[src/rtl/spi_led_pkg.sv]
// Shared definitions for the SPI LED command controller: parser states,
// register addresses and control-bit positions.
package spi_led_pkg;

  typedef enum logic [1:0] {
    ST_IDLE  = 2'd0,
    ST_ADDR  = 2'd1,
    ST_DATA  = 2'd2,
    ST_CHECK = 2'd3
  } parser_state_e;

  // Register addresses (only ADDR values 0..3 are valid; the upper bits are
  // checked separately by the parser).
  localparam logic [1:0] REG_PATTERN = 2'd0;
  localparam logic [1:0] REG_RATE    = 2'd1;
  localparam logic [1:0] REG_CTRL    = 2'd2;
  localparam logic [1:0] REG_CLRERR  = 2'd3;

  // Control register bit positions.
  localparam int CTRL_EN  = 0;
  localparam int CTRL_INV = 1;

endpackage

[src/rtl/spi_led_cmd_ctrl_seq.sv]
// LED pattern sequencer: a power-of-two step divider walks bit_idx through the
// 8-bit pattern LSB first and drives a registered LED output.
module led_pattern_seq
  import spi_led_pkg::*;
#(
  parameter int DIV_WIDTH = 24
) (
  input  logic       clk,
  input  logic       rst,
  input  logic [7:0] pattern,
  input  logic [4:0] rate,
  input  logic [1:0] ctrl,
  input  logic       restart,
  output logic       led
);

  logic [DIV_WIDTH-1:0] div_q, div_d;
  logic [DIV_WIDTH-1:0] tick_at;
  logic [2:0]           bit_idx_q, bit_idx_d;
  logic                 led_q, led_d;
  logic                 step_tick;

  // Terminal count is 2^rate - 1; rate is clamped upstream to DIV_WIDTH-1.
  assign tick_at = (DIV_WIDTH'(1) << rate) - DIV_WIDTH'(1);

  // Divider, bit index and LED next-state; restart wins over a step tick.
  always_comb begin
    step_tick = (div_q == tick_at);
    div_d     = step_tick ? '0 : div_q + DIV_WIDTH'(1);
    bit_idx_d = step_tick ? bit_idx_q + 3'd1 : bit_idx_q;
    if (restart) begin
      div_d     = '0;
      bit_idx_d = '0;
    end
    led_d = ctrl[CTRL_EN] ? (pattern[bit_idx_q] ^ ctrl[CTRL_INV]) : ctrl[CTRL_INV];
  end

  // Sequencer state registers.
  always_ff @(posedge clk) begin
    if (rst) begin
      div_q     <= '0;
      bit_idx_q <= '0;
      led_q     <= 1'b0;
    end else begin
      div_q     <= div_d;
      bit_idx_q <= bit_idx_d;
      led_q     <= led_d;
    end
  end

  assign led = led_q;

endmodule

[src/rtl/spi_led_cmd_ctrl.sv]
// SPI LED command controller: parses SYNC/ADDR/DATA/CHK frames from the SPI
// byte stream into the pattern/rate/ctrl registers, reports frame outcomes,
// counts errors and drives the LED through led_pattern_seq.
//
// Byte interface: byte_in is meaningful only in a cycle where byte_valid=1;
// each such cycle is exactly one byte. There is no back-pressure, so the
// parser consumes every valid byte in the cycle it arrives.
module spi_led_cmd_ctrl
  import spi_led_pkg::*;
#(
  parameter logic [7:0] SYNC_BYTE      = 8'hA5,
  parameter int         TIMEOUT_CYCLES = 16000,
  parameter int         DIV_WIDTH      = 24,
  parameter int         RATE_RESET     = 20,
  parameter int         ERR_WIDTH      = 8
) (
  input  logic                 clk,
  input  logic                 rst,
  input  logic [7:0]           byte_in,
  input  logic                 byte_valid,
  output logic                 led,
  output logic [7:0]           pattern,
  output logic [4:0]           rate,
  output logic [1:0]           ctrl,
  output logic                 busy,
  output logic                 frame_ok,
  output logic                 frame_err,
  output logic [ERR_WIDTH-1:0] err_count,
  output parser_state_e        state_dbg
);

  localparam int         TO_W     = $clog2(TIMEOUT_CYCLES + 1);
  localparam logic [4:0] RATE_MAX = 5'(DIV_WIDTH - 1);

  parser_state_e        state_q, state_d;
  logic [7:0]           addr_q, addr_d;
  logic [7:0]           data_q, data_d;
  logic [TO_W-1:0]      to_cnt_q, to_cnt_d;
  logic [7:0]           pattern_q, pattern_d;
  logic [4:0]           rate_q, rate_d;
  logic [1:0]           ctrl_q, ctrl_d;
  logic [ERR_WIDTH-1:0] err_q, err_d;
  logic                 ok_q, ok_d;
  logic                 ferr_q, ferr_d;
  logic                 restart;
  logic                 timeout;
  logic                 err_inc;

  // Parser next-state, register-file writes, outcome pulses and timeout.
  always_comb begin
    state_d   = state_q;
    addr_d    = addr_q;
    data_d    = data_q;
    pattern_d = pattern_q;
    rate_d    = rate_q;
    ctrl_d    = ctrl_q;
    err_d     = err_q;
    ok_d      = 1'b0;
    ferr_d    = 1'b0;
    restart   = 1'b0;
    err_inc   = 1'b0;

    // Idle gap counter; a byte arriving on the final cycle beats the timeout.
    timeout  = (state_q != ST_IDLE) && !byte_valid &&
               (to_cnt_q == TO_W'(TIMEOUT_CYCLES - 1));
    to_cnt_d = (state_q == ST_IDLE || byte_valid) ? '0 : to_cnt_q + TO_W'(1);

    if (byte_valid) begin
      case (state_q)
        ST_IDLE: begin
          if (byte_in == SYNC_BYTE) state_d = ST_ADDR;
        end
        ST_ADDR: begin
          addr_d  = byte_in;
          state_d = ST_DATA;
        end
        ST_DATA: begin
          data_d  = byte_in;
          state_d = ST_CHECK;
        end
        ST_CHECK: begin
          state_d = ST_IDLE;
          if ((byte_in == (SYNC_BYTE ^ addr_q ^ data_q)) && (addr_q[7:2] == 6'd0)) begin
            ok_d = 1'b1;
            case (addr_q[1:0])
              REG_PATTERN: begin
                pattern_d = data_q;
                restart   = 1'b1;
              end
              REG_RATE: begin
                rate_d  = (data_q[4:0] > RATE_MAX) ? RATE_MAX : data_q[4:0];
                restart = 1'b1;
              end
              REG_CTRL:   ctrl_d = data_q[1:0];
              REG_CLRERR: err_d  = '0;
            endcase
          end else begin
            err_inc = 1'b1;
          end
        end
      endcase
    end else if (timeout) begin
      state_d = ST_IDLE;
      err_inc = 1'b1;
    end

    if (err_inc) begin
      ferr_d = 1'b1;
      if (err_q != '1) err_d = err_q + ERR_WIDTH'(1);
    end
  end

  // Parser state, register file and pulse registers.
  always_ff @(posedge clk) begin
    if (rst) begin
      state_q   <= ST_IDLE;
      addr_q    <= '0;
      data_q    <= '0;
      to_cnt_q  <= '0;
      pattern_q <= 8'h00;
      rate_q    <= 5'(RATE_RESET);
      ctrl_q    <= 2'b01;
      err_q     <= '0;
      ok_q      <= 1'b0;
      ferr_q    <= 1'b0;
    end else begin
      state_q   <= state_d;
      addr_q    <= addr_d;
      data_q    <= data_d;
      to_cnt_q  <= to_cnt_d;
      pattern_q <= pattern_d;
      rate_q    <= rate_d;
      ctrl_q    <= ctrl_d;
      err_q     <= err_d;
      ok_q      <= ok_d;
      ferr_q    <= ferr_d;
    end
  end

  led_pattern_seq #(
    .DIV_WIDTH(DIV_WIDTH)
  ) u_seq (
    .clk     (clk),
    .rst     (rst),
    .pattern (pattern_q),
    .rate    (rate_q),
    .ctrl    (ctrl_q),
    .restart (restart),
    .led     (led)
  );

  assign pattern   = pattern_q;
  assign rate      = rate_q;
  assign ctrl      = ctrl_q;
  assign busy      = (state_q != ST_IDLE);
  assign frame_ok  = ok_q;
  assign frame_err = ferr_q;
  assign err_count = err_q;
  assign state_dbg = state_q;

endmodule

[config.mk]
export PLATFORM = sky130hd
export DESIGN_NAME = spi_led_cmd_ctrl
export DESIGN_NICKNAME = d
export VERILOG_FILES = /design/src/rtl/spi_led_pkg.sv /design/src/rtl/spi_led_cmd_ctrl_seq.sv /design/src/rtl/spi_led_cmd_ctrl.sv
export SDC_FILE = /design/constraint.sdc
export NUM_CORES = 1
export LEC_CHECK = 0
export ABC_AREA = 1
export CAP_MARGIN = 40
export CORE_MARGIN = 2
export CORE_UTILIZATION = 59
export DETAILED_ROUTE_END_ITERATION = 7
export HOLD_SLACK_MARGIN = 0.12
export PLACE_DENSITY = 0.81
export SKIP_CTS_REPAIR_TIMING = 1
export SLEW_MARGIN = 20
export SYNTH_ARGS = -nofsm -noshare
export SYNTH_HDL_FRONTEND = slang
export SYNTH_SLANG_ARGS = --single-unit
[constraint.sdc]
create_clock -name clk -period 3 [get_ports clk]
set_input_delay 0.9 -clock clk [delete_from_list [all_inputs] [get_ports clk]]
set_output_delay 0.9 -clock clk [all_outputs]
set_load 0.1 [all_outputs]
==> Word level (Yosys, flattened, before mapping) <==
Cells that the tools add are included.
{ "totals": {"regBits": 85, "inputBits": 11, "word_cells": 83} }
{ "classes": {"n_lt_le_gt_ge": 2, "reduce_logical": 21, "n_mux": 24, "eq_ne": 12, "addsub": 5, "n_shift": 1, "bitwise_logic": 5} }
{ "ops": {"columns": ["cell", "n"], "rows": [
  ["8-bit 2-to-1 mux", 6],
  ["24-bit by 1-bit adder with 24-bit output, second input constant", 1],
  ["24-bit == test", 1],
  ["1-bit by 5-bit left shift with 24-bit output, first input constant", 1],
  ["24-bit by 2-bit subtractor with 24-bit output, second input constant", 1],
  ["14-bit by 1-bit adder with 14-bit output, second input constant", 1],
  ["14-bit == test, second input constant", 1],
  ["1-bit 2-to-1 mux", 12],
  ["4-bit AND reduction", 3],
  ["8-bit by 1-bit adder with 8-bit output, second input constant", 1],
  ["2-bit == test, second input constant", 4],
  ["8-bit == test", 1],
  ["8-bit == test, second input constant", 1],
  ["8-bit != test, second input constant", 1],
  ["2-bit case mux with 4 select lines", 1],
  ["8-bit XOR", 1],
  ["6-bit zero test", 1],
  ["2-bit 2-to-1 mux", 3],
  ["2-bit AND reduction", 3],
  ["2-bit OR reduction", 3],
  ["3-bit OR reduction", 2],
  ["5-bit greater-than comparator, second input constant", 1],
  ["5-bit 2-to-1 mux", 1],
  ["2-bit by 1-bit == test with 1-bit output, second input constant", 2],
  ["12 further kinds", 17]
]} }

==> Logic depth before layout (Yosys ltp) <==
Gate-level depths: netlist of run 1.
{ "depth": {"ltp_word": 9, "depth_mapped": 22, "mapped_depth_nobuf": 20} }

==> By module <==
A second synthesis of run 1 with hierarchy kept.
{ "unflattened": {"cells_unflattened": 819, "area_unflattened_um2": 5318.9} }
{ "by_module_without_submodules": {"columns": ["mod", "area_each_um2", "instances", "seq_area_each_um2", "cells_each"], "rows": [
  ["spi_led_cmd_ctrl", 2695.1, 1, 1141.1, 377],
  ["led_pattern_seq", 2623.8, 1, 560.5, 442]
]} }

==> Worst setup path after synthesis of run 1 <==
Ideal clock, no wire load.
{ "synth_path": {"path_kind": "reg-to-reg", "startpoint": "reg rate_q[1] (netlist: rate[1])", "endpoint": "reg u_seq.div_q[2]", "setup_slack_ns": 0.028, "synth_period_minus_slack_ns": 2.972, "t_arrival_ns": 2.855, "required_time_ns": 2.883, "stages_incl_launch_ff": 19, "cell_sequence": "dfxtp_1 > buf_4 > inv_4 > nand2_1 > nor2_1 > nand2_1 > ha_1 > nand3_2 > nor2_4 > nor2_1 > nor2_1 > nand2_1 > nor2_1 > nand3_1 > inv_1 > nand2_2 > nand2_4 > buf_8 > nor2_2"} }
{ "synth_via": {"elab_chain_len": 4} }
{ "synth_rtl": {"columns": ["item", "line", "rtl"], "rows": [
  ["from (decl)", "spi_led_cmd_ctrl.sv:40", "logic [4:0] rate_q, rate_d;"],
  ["from (signal assigned)", "spi_led_cmd_ctrl.sv:121", "rate_q <= 5'(RATE_RESET);"],
  ["from (signal assigned)", "spi_led_cmd_ctrl.sv:132", "rate_q <= rate_d;"],
  ["1-bit by 5-bit left shift with 24-bit output", "spi_led_cmd_ctrl_seq.sv:24", "assign tick_at = (DIV_WIDTH'(1) << rate) - DIV_WIDTH'(1);"],
  ["24-bit by 2-bit subtractor with 24-bit output", "spi_led_cmd_ctrl_seq.sv:24", null],
  ["24-bit == test", "spi_led_cmd_ctrl_seq.sv:28", "step_tick = (div_q == tick_at);"],
  ["3-bit OR reduction (no line)", null, null],
  ["to (signal assigned)", "spi_led_cmd_ctrl_seq.sv:45", "div_q <= div_d;"],
  ["to (decl)", "spi_led_cmd_ctrl_seq.sv:17", "logic [DIV_WIDTH-1:0] div_q, div_d;"]
]} }
No other way between the ends.
A chain may end at the register's enable or synchronous reset.

==> Final worst setup path of run 1 <==
{ "layout_path": {"startpoint": "reg rate_q[2] (netlist: rate[2])", "endpoint": "reg u_seq.div_q[7]"} }
The elaborated chain is that of the path after synthesis.

==> insert_results.sql, run 1 <==
INSERT INTO impl_metrics (metric_group, metric, value, unit) VALUES
('outcome', 'run_status', 'completed', ''),
('timing', 'post-route-period-util', '89.9', '%'),
('grt', 'grt_overflow_total', '0', ''),
('setup_path', 'stage_delay_of_the_slowest_cell_on_the_critical_path', '600', 'ps'),
('grt', 'grt_pass1_vias', '5038', ''),
('synth', 'synth_area_leader_cell', 'dfxtp_1', ''),
('timing', 'final-setup-viol-count', '0', ''),
('drt', 'drt-pass1-iter-count', '5', ''),
('setup_path', 'worst_path_most_repeated_cell', 'nor2_1', ''),
('synth', 'synth_cell_types', '42', ''),
('final_layout', 'drive_above_1_share', '12.7', '%'),
('grt', 'grtUsageTotal', '27.7', '%'),
('worst_hold_path', 'hold_start', 'to_cnt_q[0]', ''),
('final_layout', 'layout_common_cells', '167 x nand2_1, 103 x inv_1, 89 x nor2_1', ''),
('clock_tree', 'cts_buffers', '9', ''),
('worst_hold_path', 'worst_hold_path_stage_count', '1', ''),
('worst_hold_path', 'holdCritPathClass', 'flop to flop', ''),
('power_and_ir_drop', 'pwr_density_cell', '387', 'nW/µm²'),
('synth', 'dominant_combinational_cell_family_by_area_after_synthesis', 'simple AND/OR/NAND/NOR gates', ''),
('synth', 'proportion_of_synthesized_area_in_mux_cells', '0', '%'),
('drt', 'routed_wire_length_per_instance', '13.3', 'µm'),
('power_and_ir_drop', 'p_sw_share', '25.0', '%'),
('synth', 'synthDominantCellAreaShare', '33.2', '%'),
('timing', 'timing.final.crit_period', '2700', 'ps'),
('power_and_ir_drop', 'p_int', '1.68', 'mW'),
('setup_path', 'cp_data_required_time', '3240', 'ps'),
('die', 'chipHeight', '97.2', 'µm'),
('setup_path', 'r2r_end', 'u_seq.div_q[7]', ''),
('drt', 'remaining_drc_errors', '0', ''),
('setup_path', 'end_kind', 'flop', ''),
('timing', 'drv_slew', '0', ''),
('die', 'io_pins', '40', ''),
('drt', 'viasPerCell', '5.49', ''),
('timing', 'grt_setup_unrepaired', 'false', ''),
('final_layout', 'fillers', '787', ''),
('synth', 'edff_count_synth', '0', ''),
('place', 'port_buffers', '39', ''),
('synth', 'post_synth.cell_area_avg', '6.63', 'µm²'),
('grt', 'first_pass_grt_wire_length', '21.9', 'mm'),
('synth', 'complex_gate_fraction_of_the_synthesized_area', '13.1', '%'),
('grt', 'initial_antenna_violation_count', '0', ''),
('power_and_ir_drop', 'power.combinational.fraction', '8.8', '%'),
('final_layout', 'mostFrequentLayoutCell', 'nand2_1', ''),
('synth', 'async_flop_share', '0', '%'),
('clock_tree', 'cts_root_buffer', 'clkbuf_8', ''),
('synth', 'synthAdderAreaFrac', '2.20', '%'),
('clock_tree', 'cts.path.max_buffers', '2', ''),
('timing', 'finClkSkew', '8.31', 'ps'),
('timing', 'max_freq', '0.371', 'GHz'),
('clock_tree', 'clock_sinks', '85', ''),
('final_layout', 'finish.net_count', '843', ''),
('setup_path', 'highest_fanout_seen_on_the_critical_path', '24', ''),
('power_and_ir_drop', 'leakage', '2.46', 'nW'),
('setup_path', 'crit_arrival', '2930', 'ps'),
('power_and_ir_drop', 'power', '2.24', 'mW'),
('place', 'dp_hpwl', '9.75', 'mm'),
('power_and_ir_drop', 'peakVddDrop', '0.000361', 'V'),
('worst_hold_path', 'hold-path-endpoint', 'to_cnt_q[0]', ''),
('synth', 'synth.top_cells.by_area', 'dfxtp_1 33%, nand2_1 12%, inv_1 7.5%', ''),
('drt', 'iteration_0_drc_markers', '281', ''),
('final_layout', 'area_delta_synth_final', '12.9', '%'),
('timing', 'holdWs', '472', 'ps'),
('clock_tree', 'clkTransAtPathRegs', '80', 'ps'),
('power_and_ir_drop', 'net-switching-power', '561', 'µW'),
('clock_tree', 'tritoncts', 'yes', ''),
('synth', 'synth_seq_cells', '85', ''),
('power_and_ir_drop', 'clock_network_fraction_of_total_power', '39.2', '%'),
('drt', 'ant_nets', '0', ''),
('grt', 'grt_start_max_net_pins', '25', ''),
('die', 'rows', '34', ''),
('synth', 'synth.yosys.seq_area_share', '33.2', '%');
==> metal layers <==
| layer | wire (µm) | GRT usage, % |
|---|---|---|
| met5 | 0 | 0 |
| met4 | 422 | 13.2 |
| met3 | 605 | 4.32 |
| met2 | 6250 | 48.9 |
| met1 | 5180 | 32.8 |
==> how the worst max path moves through the flow <==
stage          depth (start not counted)  slack [ps]               to  startpoint
5_1_grt                               18          40  u_seq.div_q[12]     rate[4]
4_1_cts                               14         310   u_seq.div_q[7]     rate[2]
3_5_place_dp                          10         -10   u_seq.div_q[7]  byte_in[0]
2_1_floorplan                         18          30   u_seq.div_q[2]     rate[1]
3_3_place_gp                          11          50  u_seq.div_q[21]  byte_in[1]
6_report                              14         300   u_seq.div_q[7]     rate[2]
==> power groups by stage <==
stage | clock network [mW] | registers (mW) | logic [mW]
2_1_floorplan | 0 | 1.20 | 0.128
6_report | 0.878 | 1.17 | 0.197
3_3_place_gp | 0 | 1.19 | 0.192
5_1_grt | 0.942 | 1.17 | 0.219
4_1_cts | 0.889 | 1.17 | 0.196
3_5_place_dp | 0 | 1.19 | 0.195
==> flip-flops by register name, summed over array words and instances (netlist names), 2 cells and up <==
signal	count
pattern	8
u_seq.bit_idx_q	3
data_q	8
state_dbg	2
addr_q	8
ctrl	2
rate	5
err_count	8
u_seq.div_q	24
to_cnt_q	14
==> stage by stage <==
stage | setup TNS (ps) | std cells | setup WS, ps | area [µm²]
floorplan | 0 | 774 | 28.1 | 5130
global placement | 0 | 920 | 53.4 | 5570
detailed placement | -18.0 | 920 | -14.5 | 5570
CTS | 0 | 936 | 314 | 5790
global route | 0 | 936 | 44.2 | 5790
finish | 0 | 936 | 302 | 5790
==> cells in the mapped netlist, drive strengths merged, types with 8 or more instances <==
cell,count
a211oi,8
a21oi,56
buf,10
dfxtp,85
ha,9
inv,108
nand2,171
nand3,67
nand4,17
nor2,107
nor3,30
o21ai,47
xnor2,8
xor2,21
==> final cells by class <==
class	instances	area, µm²	area share [%]
clock inverters	5	83.8	1.45
clock buffers	11	131	2.27
inverters	109	412	7.11
multi-input cells	564	2890	50.0
repair buffers	54	430	7.44
flip-flops and latches	85	1700	29.4
well taps	108	135	2.33
==> logic make-up (layout without fill, tap and decap cells) <==
group / count (synthesis) / count (layout)
xor gates and xnor gates: 29 / 29
buffers and inverters: 125 / 179
adders and majority gates: 9 / 9
DFF: 85 / 85
and+or+nand+nor: 404 / 404
AOI/OAI and AO/OA: 122 / 122
==> critical path, delay by kind of cell, from the launching register on <==
family                     cells  cell delay [ps]
adders and majority gates      1              250
buffers and inverters          1               90
DFF                            1              600
and+or+nand+nor               12             1610
No activity file was read; power rests on OpenSTA's default activity.
==> run 2, diff against run 1 <==
--- a/config.mk
+++ b/config.mk
@@ -9,6 +9,7 @@
 export CAP_MARGIN = 40
 export CORE_MARGIN = 2
 export CORE_UTILIZATION = 59
+export CTS_CLUSTER_SIZE = 10
 export DETAILED_ROUTE_END_ITERATION = 7
 export HOLD_SLACK_MARGIN = 0.12
 export PLACE_DENSITY = 0.81
==> constraint.sdc (replaced) <==
create_clock -name clk -period 3.34 [get_ports clk]
set_input_delay 1.002 -clock clk [delete_from_list [all_inputs] [get_ports clk]]
set_output_delay 1.002 -clock clk [all_outputs]
set_load 0.1 [all_outputs]
==> run 2 against run 1 <==
Clock power shrank 7.5%. Non-clock buffer count shrank 5. Via count grew 0.12%. First-iteration DRC count shrank 16%. Global-route usage shrank 0.46 points. Sequential power shrank 10%. Total power shrank 9.1%. Cell count shrank 0.64%. Critical path type unchanged. Largest cell class unchanged. Highest routed layer unchanged.
==> insert_results.sql, run 2 (same netlist as run 1, synthesis figures left out) <==
INSERT INTO impl_metrics (metric_group, metric, value, unit) VALUES
('outcome', 'run_status', 'completed', ''),
('timing', 'max_freq', '0.340', 'GHz'),
('power_and_ir_drop', 'pwr_density_cell', '354', 'nW/µm²'),
('worst_hold_path', 'holdCritPathClass', 'flop to flop', ''),
('setup_path', 'cp_data_required_time', '3580', 'ps'),
('timing', 'drv_slew', '0', ''),
('final_layout', 'biggest_register', 'u_seq.div_q', ''),
('die', 'dieArea', '9450', 'µm²'),
('setup_path', 'r2r_end', 'u_seq.div_q[7]', ''),
('place', 'gp_congestion', '0.912', ''),
('final_layout', 'antenna-diode-count', '0', ''),
('die', 'io_pins', '40', ''),
('setup_path', 'worst-r2r-setup-slack', '400', 'ps'),
('timing', 'timing.final.crit_period', '2940', 'ps'),
('final_layout', 'mostFrequentLayoutCell', 'nand2_1', ''),
('worst_hold_path', 'hold-path-endpoint', 'to_cnt_q[13]', ''),
('grt', 'grt_overflow_total', '0', ''),
('final_layout', 'layout_common_cells', '167 x nand2_1, 103 x inv_1, 89 x nor2_1', ''),
('clock_tree', 'cts_buffers', '9', ''),
('worst_hold_path', 'worst_hold_path_stage_count', '2', ''),
('drt', 'routed-via-count', '5146', ''),
('die', 'floorplan.die.width', '97.2', 'µm'),
('final_layout', 'drive_above_1_share', '12.3', '%'),
('clock_tree', 'count_of_h_tree_levels_built_during_cts', '3', ''),
('die', 'initial_core_util', '59.7', '%'),
('setup_path', 'crit_path_start_kind', 'flop', ''),
('final_layout', 'post_layout_util', '67.0', '%'),
('timing', 'final-setup-viol-count', '0', ''),
('power_and_ir_drop', 'leakage', '2.45', 'nW'),
('timing', 'grt_setup_unrepaired', 'false', ''),
('final_layout', 'biggestRegsByFlops', 'u_seq.div_q (24), to_cnt_q (14)', ''),
('power_and_ir_drop', 'peakVddDrop', '0.000273', 'V'),
('timing', 'final-hold-violation-count', '0', ''),
('setup_path', 'setup.worst_path.class', 'flop to flop', ''),
('grt', 'grt_start_max_net_pins', '25', ''),
('final_layout', 'finish.net_count', '838', ''),
('grt', 'initial_antenna_violation_count', '0', ''),
('drt', 'remaining_drc_errors', '0', ''),
('grt', 'grtUsageTotal', '27.2', '%'),
('drt', 'wirelength', '12.7', 'mm'),
('flow_run', 'timing.max_cap.violations', '0', ''),
('drt', 'ant_nets', '0', ''),
('setup_path', 'highest_fanout_seen_on_the_critical_path', '24', ''),
('setup_path', 'ff2ff_path_depth', '20', ''),
('drt', 'drt-pass1-iter-count', '5', ''),
('timing', 'timing.max_slew.rel_slack', '63.9', '%'),
('die', 'core_area', '8590', 'µm²'),
('setup_path', 'end_kind', 'flop', ''),
('setup_path', 'crit_arrival', '3180', 'ps'),
('clock_tree', 'tritoncts', 'yes', ''),
('setup_path', 'crit-reg2reg-launch', 'rate[1]', ''),
('timing', 'final_setup_tns', '0', 'ps'),
('die', 'rows', '34', ''),
('drt', 'viasPerCell', '5.53', ''),
('clock_tree', 'clkTransAtPathRegs', '90', 'ps'),
('place', 'postPlaceCellArea', '5540', 'µm²'),
('drt', 'iteration_0_drc_markers', '236', ''),
('place', 'port_buffers', '39', ''),
('timing', 'worst_pin_slew', '541', 'ps'),
('clock_tree', 'clkLatencyLatePin', '360', 'ps'),
('clock_tree', 'clock_sinks', '85', ''),
('grt', 'grt_pass1_vias', '4866', ''),
('final_layout', 'area_delta_synth_final', '12.2', '%'),
('drt', 'routed_wire_length_per_instance', '13.7', 'µm'),
('worst_hold_path', 'hold_start', 'to_cnt_q[13]', ''),
('timing', 'post-route-period-util', '88.2', '%'),
('clock_tree', 'cts.path.max_buffers', '2', ''),
('final_layout', 'largest_register_ff_count', '24', ''),
('power_and_ir_drop', 'power', '2.04', 'mW'),
('die', 'chipHeight', '97.2', 'µm'),
('final_layout', 'fillers', '810', ''),
('timing', 'finClkSkew', '12.3', 'ps'),
('clock_tree', 'cts_root_buffer', 'clkbuf_8', ''),
('final_layout', 'layout.cell_area.non_filler', '5760', 'µm²'),
('grt', 'first_pass_grt_wire_length', '21.6', 'mm'),
('place', 'dp_hpwl', '9.85', 'mm');
-- run 2: cell types whose count changed in the layout (fill, tap and decap cells not counted), sizes merged --
| cell | change |
|---|---|
| clkinvlp | -2 |
| clkinv | +2 |
| buf | -5 |
| clkbuf | -1 |
-- run 2: final cells by class --
type / instances / area [µm²] / share of cell area, %
repair buffers: 49 / 393 / 6.83
clock buffers: 10 / 138 / 2.39
multi-input cells: 564 / 2890 / 50.3
clock inverters: 5 / 82.6 / 1.43
well taps: 108 / 135 / 2.35
inverters: 109 / 412 / 7.15
flip-flops and latches: 85 / 1700 / 29.6
-- run 2: worst max-delay path, cell delays in order, from the launching register on --
cell     delay (ps)
dfxtp_1         450
inv_4           170
nand2_1         110
nor2_1          210
nand2_1          80
ha_1            310
inv_1            40
nand2_1          50
nand2_1          40
nor2_1           90
nand3_1          70
nor2_1          110
nand2_1          70
nor2_1          100
nand2_1          60
nor2_1          150
nand3_1         150
inv_1           100
nand2_2          80
nand2_4         300
nor3_1           90
-- run 2: through the flow --
stage / hold slack, ps / std cells / setup WS (ps)
finish: 479 / 930 / 395
global route: 507 / 930 / 108
CTS: 482 / 930 / 404
detailed placement: 468 / 915 / 193
global placement: 442 / 915 / 278
floorplan: 430 / 774 / 339
-- run 2: how the worst max path moves through the flow --
stage	endpoint	slack [ps]	from	depth (start not counted)
floorplan	busy	340	state_dbg[0]	3
global placement	err_count[3]	280	byte_in[1]	10
detailed placement	err_count[4]	190	byte_in[1]	10
CTS	u_seq.div_q[7]	400	rate[1]	20
global route	u_seq.div_q[21]	110	rate[1]	20
finish	u_seq.div_q[7]	400	rate[1]	20
-- run 2: power breakdown --
| part | internal, mW | switching [mW] | leakage (nW) | total (mW) |
|---|---|---|---|---|
| Combinational | 0.0570 | 0.120 | 1.65 | 0.177 |
| Sequential | 1.03 | 0.0201 | 0.685 | 1.05 |
| Clock | 0.440 | 0.372 | 0.113 | 0.812 |
| Total | 1.53 | 0.513 | 2.45 | 2.04 |
-- run 2: routing by layer --
layer / track usage, % / part of all wire, % / vias to the layer above
met1: 32.6 / 42 / 2344
met5: 0 / 0 / -
met2: 48.8 / 50 / 165
li1: - / - / 2603
met3: 4.46 / 5.3 / 34
met4: 10.7 / 3.0 / 0
==> run 3, diff against run 2 <==
==> constraint.sdc (replaced) <==
create_clock -name clk -period 2.75 [get_ports clk]
set_input_delay 0.825 -clock clk [delete_from_list [all_inputs] [get_ports clk]]
set_output_delay 0.825 -clock clk [all_outputs]
set_load 0.1 [all_outputs]
==> run 3 against run 2 <==
Routed wire length is 6.1% higher. Flip-flop and latch count unchanged. Maximum frequency increased by 13%. Critical path depth did not move. The run now ends with design-rule violations left. Largest power group unchanged.
==> insert_results.sql, run 3 (same netlist as run 1, synthesis figures left out) <==
INSERT INTO impl_metrics (metric_group, metric, value, unit) VALUES
('final_layout', 'area_delta_synth_final', '18.6', '%'),
('drt', 'iteration_0_drc_markers', '310', ''),
('drt', 'drt-pass1-iter-count', '7', ''),
('drt', 'ant_nets', '0', ''),
('die', 'chipHeight', '97.2', 'µm'),
('power_and_ir_drop', 'p_sw_share', '24.8', '%'),
('worst_hold_path', 'hold_start', 'to_cnt_q[0]', ''),
('outcome', 'failed_checks', 'design-rule violations', ''),
('power_and_ir_drop', 'power.combinational.fraction', '9.7', '%'),
('worst_hold_path', 'holdCritPathClass', 'flop to flop', ''),
('drt', 'remaining_drc_errors', '1', ''),
('die', 'dieArea', '9450', 'µm²'),
('final_layout', 'biggest_register', 'u_seq.div_q', ''),
('place', 'gp_congestion', '0.916', ''),
('clock_tree', 'count_of_h_tree_levels_built_during_cts', '3', ''),
('power_and_ir_drop', 'clock_network_fraction_of_total_power', '40.0', '%'),
('flow_run', 'timing.max_cap.violations', '0', ''),
('grt', 'first_pass_grt_wire_length', '21.8', 'mm'),
('final_layout', 'finish.net_count', '860', ''),
('clock_tree', 'clkLatencyLatePin', '360', 'ps'),
('clock_tree', 'clock_sinks', '85', ''),
('power_and_ir_drop', 'net-switching-power', '627', 'µW'),
('setup_path', 'worst-r2r-setup-slack', '150', 'ps'),
('power_and_ir_drop', 'peakVddDrop', '0.000415', 'V'),
('drt', 'routed-via-count', '5328', ''),
('die', 'rows', '34', ''),
('timing', 'grt_setup_unrepaired', 'true', ''),
('setup_path', 'crit_path_start_kind', 'flop', ''),
('power_and_ir_drop', 'p_int', '1.90', 'mW'),
('timing', 'final_setup_tns', '0', 'ps'),
('final_layout', 'multiInputGateArea', '2960', 'µm²'),
('setup_path', 'cp_data_required_time', '2990', 'ps'),
('power_and_ir_drop', 'sequential_cell_fraction_of_total_power', '50.4', '%'),
('die', 'core_area', '8590', 'µm²'),
('die', 'io_pins', '40', ''),
('power_and_ir_drop', 'power', '2.53', 'mW'),
('timing', 'drv_slew', '0', ''),
('setup_path', 'r2r_end', 'u_seq.div_q[8]', ''),
('outcome', 'run_status', 'complete, but fails checks', ''),
('timing', 'max_freq', '0.385', 'GHz'),
('timing', 'timing.max_slew.rel_slack', '72.7', '%'),
('power_and_ir_drop', 'leakage', '2.61', 'nW'),
('final_layout', 'biggestRegsByFlops', 'u_seq.div_q (24), to_cnt_q (14)', ''),
('place', 'dp_hpwl', '9.90', 'mm'),
('drt', 'routed_wire_length_per_instance', '14.2', 'µm'),
('setup_path', 'crit_arrival', '2840', 'ps'),
('final_layout', 'antenna-diode-count', '0', ''),
('timing', 'post-route-period-util', '94.4', '%'),
('clock_tree', 'cts.path.max_buffers', '2', ''),
('setup_path', 'stage_delay_of_the_slowest_cell_on_the_critical_path', '360', 'ps'),
('grt', 'grtUsageTotal', '27.5', '%'),
('clock_tree', 'cts_root_buffer', 'clkbuf_8', ''),
('setup_path', 'highest_fanout_seen_on_the_critical_path', '7', ''),
('setup_path', 'crit_family', 'simple AND/OR/NAND/NOR gates', ''),
('final_layout', 'largest_register_ff_count', '24', ''),
('timing', 'final-hold-violation-count', '0', ''),
('power_and_ir_drop', 'pwr_density_cell', '415', 'nW/µm²'),
('setup_path', 'setup.worst_path.class', 'flop to flop', ''),
('final_layout', 'fillers', '730', ''),
('timing', 'finClkSkew', '14.8', 'ps'),
('final_layout', 'layout_common_cells', '165 x nand2_1, 102 x inv_1, 85 x nor2_1', ''),
('grt', 'initial_antenna_violation_count', '0', ''),
('setup_path', 'end_kind', 'flop', ''),
('setup_path', 'crit_path_cell_trace', 'buf_6 -> nor2_4 -> nand3_4 -> ha_4 -> inv_1 -> nand2_1 -> nand2_1 -> nor2_1 -> nand3_1 -> nor2_1 -> nand2_1 -> nor2_2 -> nand2_1 -> nor2_2 -> nand3_2 -> inv_2 -> nand2_4 -> nand2_8 -> clkbuf_16 -> a21oi_2', ''),
('worst_hold_path', 'hold-path-endpoint', 'to_cnt_q[0]', ''),
('setup_path', 'crit-reg2reg-launch', 'rate[1]', ''),
('setup_path', 'worst_path_most_repeated_cell', 'nand2_1', ''),
('setup_path', 'ff2ff_path_depth', '20', ''),
('grt', 'grt_overflow_total', '0', ''),
('worst_hold_path', 'worst_hold_path_stage_count', '1', ''),
('final_layout', 'seqCellArea', '1720', 'µm²'),
('clock_tree', 'clkTransAtPathRegs', '90', 'ps'),
('place', 'port_buffers', '39', ''),
('grt', 'grt_start_max_net_pins', '19', ''),
('timing', 'worst_pin_slew', '407', 'ps'),
('clock_tree', 'tritoncts', 'yes', ''),
('die', 'initial_core_util', '59.7', '%'),
('setup_path', 'slowest_cp_cell', 'dfxtp_4', ''),
('drt', 'wirelength', '13.5', 'mm'),
('drt', 'viasPerCell', '5.59', ''),
('die', 'floorplan.die.width', '97.2', 'µm'),
('final_layout', 'mostFrequentLayoutCell', 'nand2_1', ''),
('timing', 'final-setup-viol-count', '0', ''),
('clock_tree', 'cts_buffers', '9', ''),
('timing', 'timing.final.crit_period', '2600', 'ps'),
('grt', 'grt_pass1_vias', '4829', ''),
('final_layout', 'drive_above_1_share', '16.6', '%'),
('setup_path', 'crit_buf_inv', '4', '');
run 3: changes by cell type in the layout (fill, tap and decap cells not counted), moves of 3 or more:
cell,change
buf_4,+16
dfxtp_1,-7
dfxtp_2,+5
nor2_1,-4
nor2_4,+3
run 3: cell type report:
cell class | instances | share of cell area (%)
Multi-Input combinational cell | 564 | 48.7
Sequential cell | 85 | 28.2
Timing Repair Buffer | 71 | 10.3
Inverter | 109 | 6.77
Clock buffer | 11 | 2.49
Tap cell | 108 | 2.22
Clock inverter | 5 | 1.36
run 3: per-stage QoR:
step | hold WS (ps) | setup slack (ps) | util (%) | cell area (µm²) | cells
after floorplan | 430 | 121 | - | 5140 | 774
after CTS | 479 | 85.9 | 69.0 | 5930 | 948
after global routing | 501 | -5.13 | 70.8 | 6080 | 953
after detailed placement | 464 | -91.0 | 66.3 | 5700 | 932
final | 481 | 153 | 70.8 | 6080 | 953
after global placement | 441 | -4.33 | 66.3 | 5700 | 932
run 3: per-layer routing:
metal  track usage, %  routed length, µm  up-vias
met5                0                  0        -
met4             13.4                542        0
met3             3.96                762       44
met2             48.7               6560      221
met1             32.8               5620     2420
li1                 -                  -     2643
run 3: how the worst max path moves through the flow:
stage,start,cells after the start,to,slack [ps]
2_1_floorplan,rate[0],21,u_seq.div_q[2],120
3_3_place_gp,byte_in[0],11,rate[0],-4
3_5_place_dp,byte_in[0],10,err_count[6],-90
4_1_cts,rate[1],21,u_seq.div_q[7],90
5_1_grt,byte_in[1],11,err_count[6],-5
6_report,rate[1],20,u_seq.div_q[8],150
run 3: power groups by stage:
| stage | Combinational, mW | Clock, mW | Sequential (mW) |
|---|---|---|---|
| after global routing | 0.266 | 1.06 | 1.28 |
| after global placement | 0.226 | 0 | 1.30 |
| final | 0.245 | 1.01 | 1.27 |
| after detailed placement | 0.230 | 0 | 1.30 |
| after CTS | 0.232 | 1.02 | 1.27 |
| after floorplan | 0.139 | 0 | 1.32 |
run 3: worst reg2reg max path, stage by stage, from the launching register on:
cell and delay, ps:
dfxtp_4 360, buf_6 140, nor2_4 130, nand3_4 100, ha_4 280, inv_1 30
nand2_1 50, nand2_1 60, nor2_1 90, nand3_1 70, nor2_1 110, nand2_1 70
nor2_2 110, nand2_1 70, nor2_2 170, nand3_2 150, inv_2 100, nand2_4 80
nand2_8 120, clkbuf_16 170, a21oi_2 40
